==> config.mk <==
export PLATFORM = sky130hd
export DESIGN_NAME = dvp_frame_tx
export DESIGN_NICKNAME = d
export VERILOG_FILES = /design/src/rtl/dvp_frame_tx.sv
export SDC_FILE = /design/constraint.sdc
export NUM_CORES = 1
export LEC_CHECK = 0
export ABC_AREA = 1
export CELL_PAD_IN_SITES_DETAIL_PLACEMENT = 1
export CELL_PAD_IN_SITES_GLOBAL_PLACEMENT = 1
export CORE_MARGIN = 5
export CORE_UTILIZATION = 40
export DETAILED_ROUTE_END_ITERATION = 7
export PLACE_DENSITY = 0.89
export SLEW_MARGIN = 20
export SYNTH_ARGS = -nofsm -noshare
export SYNTH_HDL_FRONTEND = slang
export SYNTH_SLANG_ARGS = --single-unit
==> constraint.sdc <==
create_clock -name sck -period 4.6 [get_ports sck]
set_clock_uncertainty 0.05 [all_clocks]
set_input_delay 0.46 -clock sck [delete_from_list [all_inputs] [get_ports sck]]
set_output_delay 0.46 -clock sck [all_outputs]
set_load 0.05 [all_outputs]
==> src/rtl/dvp_frame_tx.sv <==
// DVP transmit raster generator: FIFO bytes out as vsync/href/data, 2-cycle aligned.
// Optional ramp source enabled by defining DVP_TX_TEST_PATTERN_EN.
module dvp_frame_tx #(
    parameter int H_ACTIVE = 640,
    parameter int H_BLANK  = 144,
    parameter int V_SYNC   = 3,
    parameter int V_BP     = 17,
    parameter int V_ACTIVE = 480,
    parameter int V_FP     = 10
) (
    input  logic       sck,
    input  logic       rst,
    input  logic       tx_enable,
    input  logic       fifo_empty,
    output logic       fifo_rd_en,
    input  logic [7:0] fifo_rd_data,
`ifdef DVP_TX_TEST_PATTERN_EN
    input  logic       test_pattern,
`endif
    output logic       cmos_vsync,
    output logic       cmos_href,
    output logic [7:0] cmos_data,
    output logic       frame_done,
    output logic       underrun
);

    localparam int H_TOTAL = H_ACTIVE + H_BLANK;
    localparam int HW = (H_TOTAL > 1) ? $clog2(H_TOTAL) : 1;
    localparam int VM_A = (V_SYNC > V_BP) ? V_SYNC : V_BP;
    localparam int VM_B = (V_ACTIVE > V_FP) ? V_ACTIVE : V_FP;
    localparam int VMAX = (VM_A > VM_B) ? VM_A : VM_B;
    localparam int VW = (VMAX > 1) ? $clog2(VMAX) : 1;

    localparam logic [HW-1:0] H_LAST = HW'(H_TOTAL - 1);
    localparam logic [HW-1:0] H_ACT  = HW'(H_ACTIVE);
    localparam logic [VW-1:0] VS_LAST = VW'(V_SYNC - 1);
    localparam logic [VW-1:0] VB_LAST = VW'(V_BP - 1);
    localparam logic [VW-1:0] VA_LAST = VW'(V_ACTIVE - 1);
    localparam logic [VW-1:0] VF_LAST = VW'(V_FP - 1);

    typedef enum logic [2:0] {
        IDLE,
        VSYNC,
        VBP,
        ACTIVE,
        VFP
    } state_t;

    state_t state_q, state_d;
    logic [HW-1:0] hcnt_q, hcnt_d;
    logic [VW-1:0] vcnt_q, vcnt_d;
    logic [VW-1:0] v_last;
    logic line_end;
    logic frame_end;
    logic enter_vs;
    logic vs_pre;
    logic hr_pre;
    logic pat_mode;
    logic underrun_q, underrun_d;

    logic vs1_q, hr1_q, rd1_q;
    logic vs2_q, hr2_q;
    logic [7:0] data2_q, data2_d;

`ifdef DVP_TX_TEST_PATTERN_EN
    logic pat_q, pat_d;
    logic pt1_q;
    logic [7:0] ramp1_q;
`endif

    always_comb begin
        state_d   = state_q;
        hcnt_d    = hcnt_q;
        vcnt_d    = vcnt_q;
        frame_end = 1'b0;
        line_end  = (hcnt_q == H_LAST);
        case (state_q)
            VSYNC:   v_last = VS_LAST;
            VBP:     v_last = VB_LAST;
            ACTIVE:  v_last = VA_LAST;
            VFP:     v_last = VF_LAST;
            default: v_last = '0;
        endcase
        if (state_q == IDLE) begin
            hcnt_d = '0;
            vcnt_d = '0;
            if (tx_enable) begin
                state_d = VSYNC;
            end
        end else begin
            hcnt_d = line_end ? '0 : hcnt_q + HW'(1);
            if (line_end) begin
                if (vcnt_q == v_last) begin
                    vcnt_d = '0;
                    case (state_q)
                        VSYNC:  state_d = VBP;
                        VBP:    state_d = ACTIVE;
                        ACTIVE: state_d = VFP;
                        VFP: begin
                            frame_end = 1'b1;
                            state_d   = tx_enable ? VSYNC : IDLE;
                        end
                        default: state_d = IDLE;
                    endcase
                end else begin
                    vcnt_d = vcnt_q + VW'(1);
                end
            end
        end
    end

    assign enter_vs = (state_d == VSYNC) && (state_q != VSYNC);
    assign vs_pre   = (state_q == VSYNC);
    assign hr_pre   = (state_q == ACTIVE) && (hcnt_q < H_ACT);

`ifdef DVP_TX_TEST_PATTERN_EN
    // Source select is latched once per frame so a line never mixes sources.
    assign pat_d    = enter_vs ? test_pattern : pat_q;
    assign pat_mode = pat_q;
`else
    assign pat_mode = 1'b0;
`endif

    assign fifo_rd_en = hr_pre & ~fifo_empty & ~pat_mode;
    assign underrun_d = enter_vs ? 1'b0
                      : (underrun_q | (hr_pre & fifo_empty & ~pat_mode));

    // Stage 2 takes FIFO data only for bytes that were actually read.
    always_comb begin
        data2_d = 8'h00;
        if (hr1_q) begin
            if (rd1_q) begin
                data2_d = fifo_rd_data;
            end
`ifdef DVP_TX_TEST_PATTERN_EN
            if (pt1_q) begin
                data2_d = ramp1_q;
            end
`endif
        end
    end

    always_ff @(posedge sck) begin
        if (rst) begin
            state_q    <= IDLE;
            hcnt_q     <= '0;
            vcnt_q     <= '0;
            underrun_q <= 1'b0;
            vs1_q      <= 1'b0;
            hr1_q      <= 1'b0;
            rd1_q      <= 1'b0;
            vs2_q      <= 1'b0;
            hr2_q      <= 1'b0;
            data2_q    <= 8'h00;
        end else begin
            state_q    <= state_d;
            hcnt_q     <= hcnt_d;
            vcnt_q     <= vcnt_d;
            underrun_q <= underrun_d;
            vs1_q      <= vs_pre;
            hr1_q      <= hr_pre;
            rd1_q      <= fifo_rd_en;
            vs2_q      <= vs1_q;
            hr2_q      <= hr1_q;
            data2_q    <= data2_d;
        end
    end

`ifdef DVP_TX_TEST_PATTERN_EN
    always_ff @(posedge sck) begin
        if (rst) begin
            pat_q   <= 1'b0;
            pt1_q   <= 1'b0;
            ramp1_q <= 8'h00;
        end else begin
            pat_q   <= pat_d;
            pt1_q   <= hr_pre & pat_mode;
            ramp1_q <= 8'(hcnt_q);
        end
    end
`endif

    assign cmos_vsync = vs2_q;
    assign cmos_href  = hr2_q;
    assign cmos_data  = data2_q;
    assign frame_done = frame_end;
    assign underrun   = underrun_q;

endmodule

==> run_results.csv <==
group,metric,value,unit
status,status,"completed",
cells_and_area,fillCellCount,523,
synth,yosysMostFrequentCell,"nand2_1",
pwr,leakage,0.0007819,uW
floorplanning,core_area,3971,um2
synth,netlist_instances,221,
synth,ys_ff_latch,36,
cells_and_area,multi_input_area,760.7,um2
synth,ys_seq_area_frac,0.4434,
synth,synth-edff-count,0,
timing,setup-tns-final,0,ns
clocking,htree_levels,2,
floorplanning,fp.dieH,73.75,um
grt,gr-total-overflow,0,
synth,netlist_top_cells_count,"45 x nand2_1, 36 x dfxtp_1, 31 x nor2_1",
routing,antenna_left,0,
timing,rsz0062_at_grt,"no",
floorplanning,dieArea,5438,um2
cells_and_area,fin_util,0.5050,
routing,route.detailed.drc,0,
worst_setup_path,crit_type,"register to output port",
timing,timing.hold.ws,0.3783,ns
routing,vias_per_cell,4.926,
placement,place_area,1909,um2
synth,async_flop_share,0,
hold_path,holdPathEnd,"cmos_href",
timing,fmax,0.3196,GHz
cells_and_area,insertedDiodeCount,0,
synth,synth_cell_types,30,
clocking,numCtsBuffers,5,
timing,worstMarginPinSlew,0.5186,ns
synth,synthFlopType,"dfxtp_1",
grt,grt_usage,0.1770,
timing,max_slew_margin,0.6532,
synth,synth_top_area_share,0.4434,
grt,antenna_found_initial,0,
worst_setup_path,r2r_cells,10,
timing,setup-violations-final,0,
floorplanning,start_util,0.4093,
routing,vias,1473,
worst_setup_path,crit_top_cell,"nand2_1",
synth,netlist_top_cells_area,"dfxtp_1 44%, nand2_1 10%, nor2_1 7.2%",
clocking,cts_root_buf,"clkbuf_8",
synth,yosys_warnings,0,
worst_setup_path,crit_path_max_fanout,9,
cells_and_area,fin_nets,263,
floorplanning,die_w,73.75,um
routing,wl,4170,um
hold_path,hold_path_class,"register to register",
timing,hold_viol_final,0,
floorplanning,ios,25,
worst_setup_path,r2r-start,"hcnt_q[0]",
clocking,cts_tree,"yes",
cells_and_area,area_growth_syn_to_layout,23.40,%
pwr,max-vdd-ir-drop,0.1817,mV
clocking,cts_setup_buffers,0,
grt,grt_pass1_wl,7245,um
grt,grt_max_degree,11,
placement,place.gp.congestion,0.8461,
clocking,ctsResizeCount,0,
placement,hpwl,3329,um
worst_setup_path,worst_setup_path_end_kind,"output port",
synth,yosysTopAreaCell,"dfxtp_1",
synth,syn_area_per_cell,7.354,um2
cells_and_area,stdcell_area,2006,um2
synth,syn-cell-area,1625,um2
worst_setup_path,reg2reg_to,"vcnt_q[7]",
worst_setup_path,start_kind,"register",
clocking,numClockSinks,36,
placement,io_buffers,24,
worst_setup_path,cp_cell_sequence,"nand2_1, nor2_1, nand2_1, nand2_1, nand2_1, nor2_4, nand2_1, nor3_1, clkdlybuf4s50_1",
timing,fin_crit_sh,0.6801,
pwr,power_density,292.2,nW/um2
cells_and_area,register_area,720.7,um2
worst_setup_path,cpPeakStageDelay,0.84,ns
routing,first_iter_violations,65,
clocking,cts_hold_buf,0,
worst_setup_path,reg2reg_slack,2.74,ns
routing,dr.pass1.iters,4,
clocking,clk_pin_slew,0.07,ns
floorplanning,num_rows,23,
clocking,clk_latency,0.29,ns
worst_setup_path,crit_required,4.09,ns
worst_setup_path,cp_slowest_cell,"clkdlybuf4s50_1",
job,drv_cap,0,
routing,wl_per_cell,13.95,um
hold_path,hold_depth,2,
timing,final.min_clock_period,3.129,ns
grt,grt_pass1_vias,1585,
hold_path,hold_path_startpoint,"hr1_q",
synth,synth_nets,235,
timing,timing.final.max_slew_violations,0,
worst_setup_path,cp.arrival,2.62,ns
cells_and_area,drive_gt1_frac,0.09639,
clocking,cts_buffer_depth,2,
-- routing by layer --
layer	wire (um)	vias up	share of wire	GRT usage
li1	-	755	-	-
met1	1827	679	0.44	0.2083
met2	2085	28	0.50	0.3002
met3	154	11	0.037	0.03830
met4	103	0	0.025	0.08853
met5	0	-	0	0
-- cell families (layout without fill, tap and decap cells) --
logic type      count (synthesis)  count (layout)  share of synthesized area
simple gates                  124             124                     0.3703
xor+xnor                        2               2                    0.01078
fa+ha+maj                       2               2                    0.01539
buf+inv                        36              64                    0.08852
compound gates                 21              21                    0.07159
flops                          36              36                     0.4434
-- state kept, by name, summed over array words and instances, names as in the netlist --
signal      flops
vs1_q           1
underrun        1
vcnt_q          9
cmos_vsync      1
state_q         3
rd1_q           1
hr1_q           1
cmos_data       8
hcnt_q         10
cmos_href       1
-- cells in the final DEF, fill, tap and decap left out --
master	synthesis	final
a21oi_1	11	11
xor2_1	2	2
nor3b_1	2	2
o211ai_1	2	2
nor2_4	2	2
clkbuf_8	0	7
o21ai_0	4	4
o21ai_1	1	1
nand2_2	3	3
inv_1	30	30
or2_2	1	1
inv_2	2	2
nor2_1	31	31
clkdlybuf4s50_1	0	24
a31oi_1	1	1
nor3_1	9	9
nor2_2	5	5
nand3_4	2	2
nand3b_1	3	3
a211oi_1	1	1
a21boi_0	1	1
nand3_1	12	12
nor4_1	3	3
clkinv_2	1	1
dfxtp_1	36	36
nand4_1	4	4
nand2_1	45	45
ha_1	2	2
or2_0	1	1
nand3_2	1	1
-- worst max-delay path: cells and delay by family, from the launching register on --
family | cells | cell delay [ns]
DFF | 1 | 0.55
and+or+nand+nor | 8 | 0.92
buffers and inverters | 1 | 0.84
-- report_power, final --
group / leakage, uW / switching [uW] / internal (uW)
registers: 0.000291 / 2.89 / 314
clock network: 0.0000503 / 106 / 133
logic: 0.000441 / 16.1 / 13.5
total: 0.000782 / 125 / 461
-- cell type report --
| cell class | instances | share of cell area |
|---|---|---|
| clock buffers | 7 | 0.04804 |
| multi-input cells | 149 | 0.3793 |
| inverters | 33 | 0.06238 |
| flip-flops and latches | 36 | 0.3593 |
| repair buffers | 24 | 0.1198 |
| well taps | 50 | 0.03119 |
-- through the flow --
stage          cells  setup WS [ns]  power, uW
2_1_floorplan    221          2.015      339.2
3_3_place_gp     292          1.920      351.6
3_5_place_dp     292          1.816      352.9
4_1_cts          299          1.470      593.7
5_1_grt          299          1.295      609.4
6_report         299          1.471      586.0
-- how the worst max path moves through the flow --
| stage | start | endpoint | slack (ns) | cells past startpoint |
|---|---|---|---|---|
| after floorplan | state_q[0] | frame_done | 2.02 | 9 |
| after global placement | state_q[0] | frame_done | 1.92 | 9 |
| after detailed placement | state_q[0] | frame_done | 1.82 | 9 |
| after CTS | state_q[0] | frame_done | 1.47 | 9 |
| after global routing | state_q[0] | frame_done | 1.29 | 9 |
| final | state_q[0] | frame_done | 1.47 | 9 |
Power figures use the tool's default switching activity.
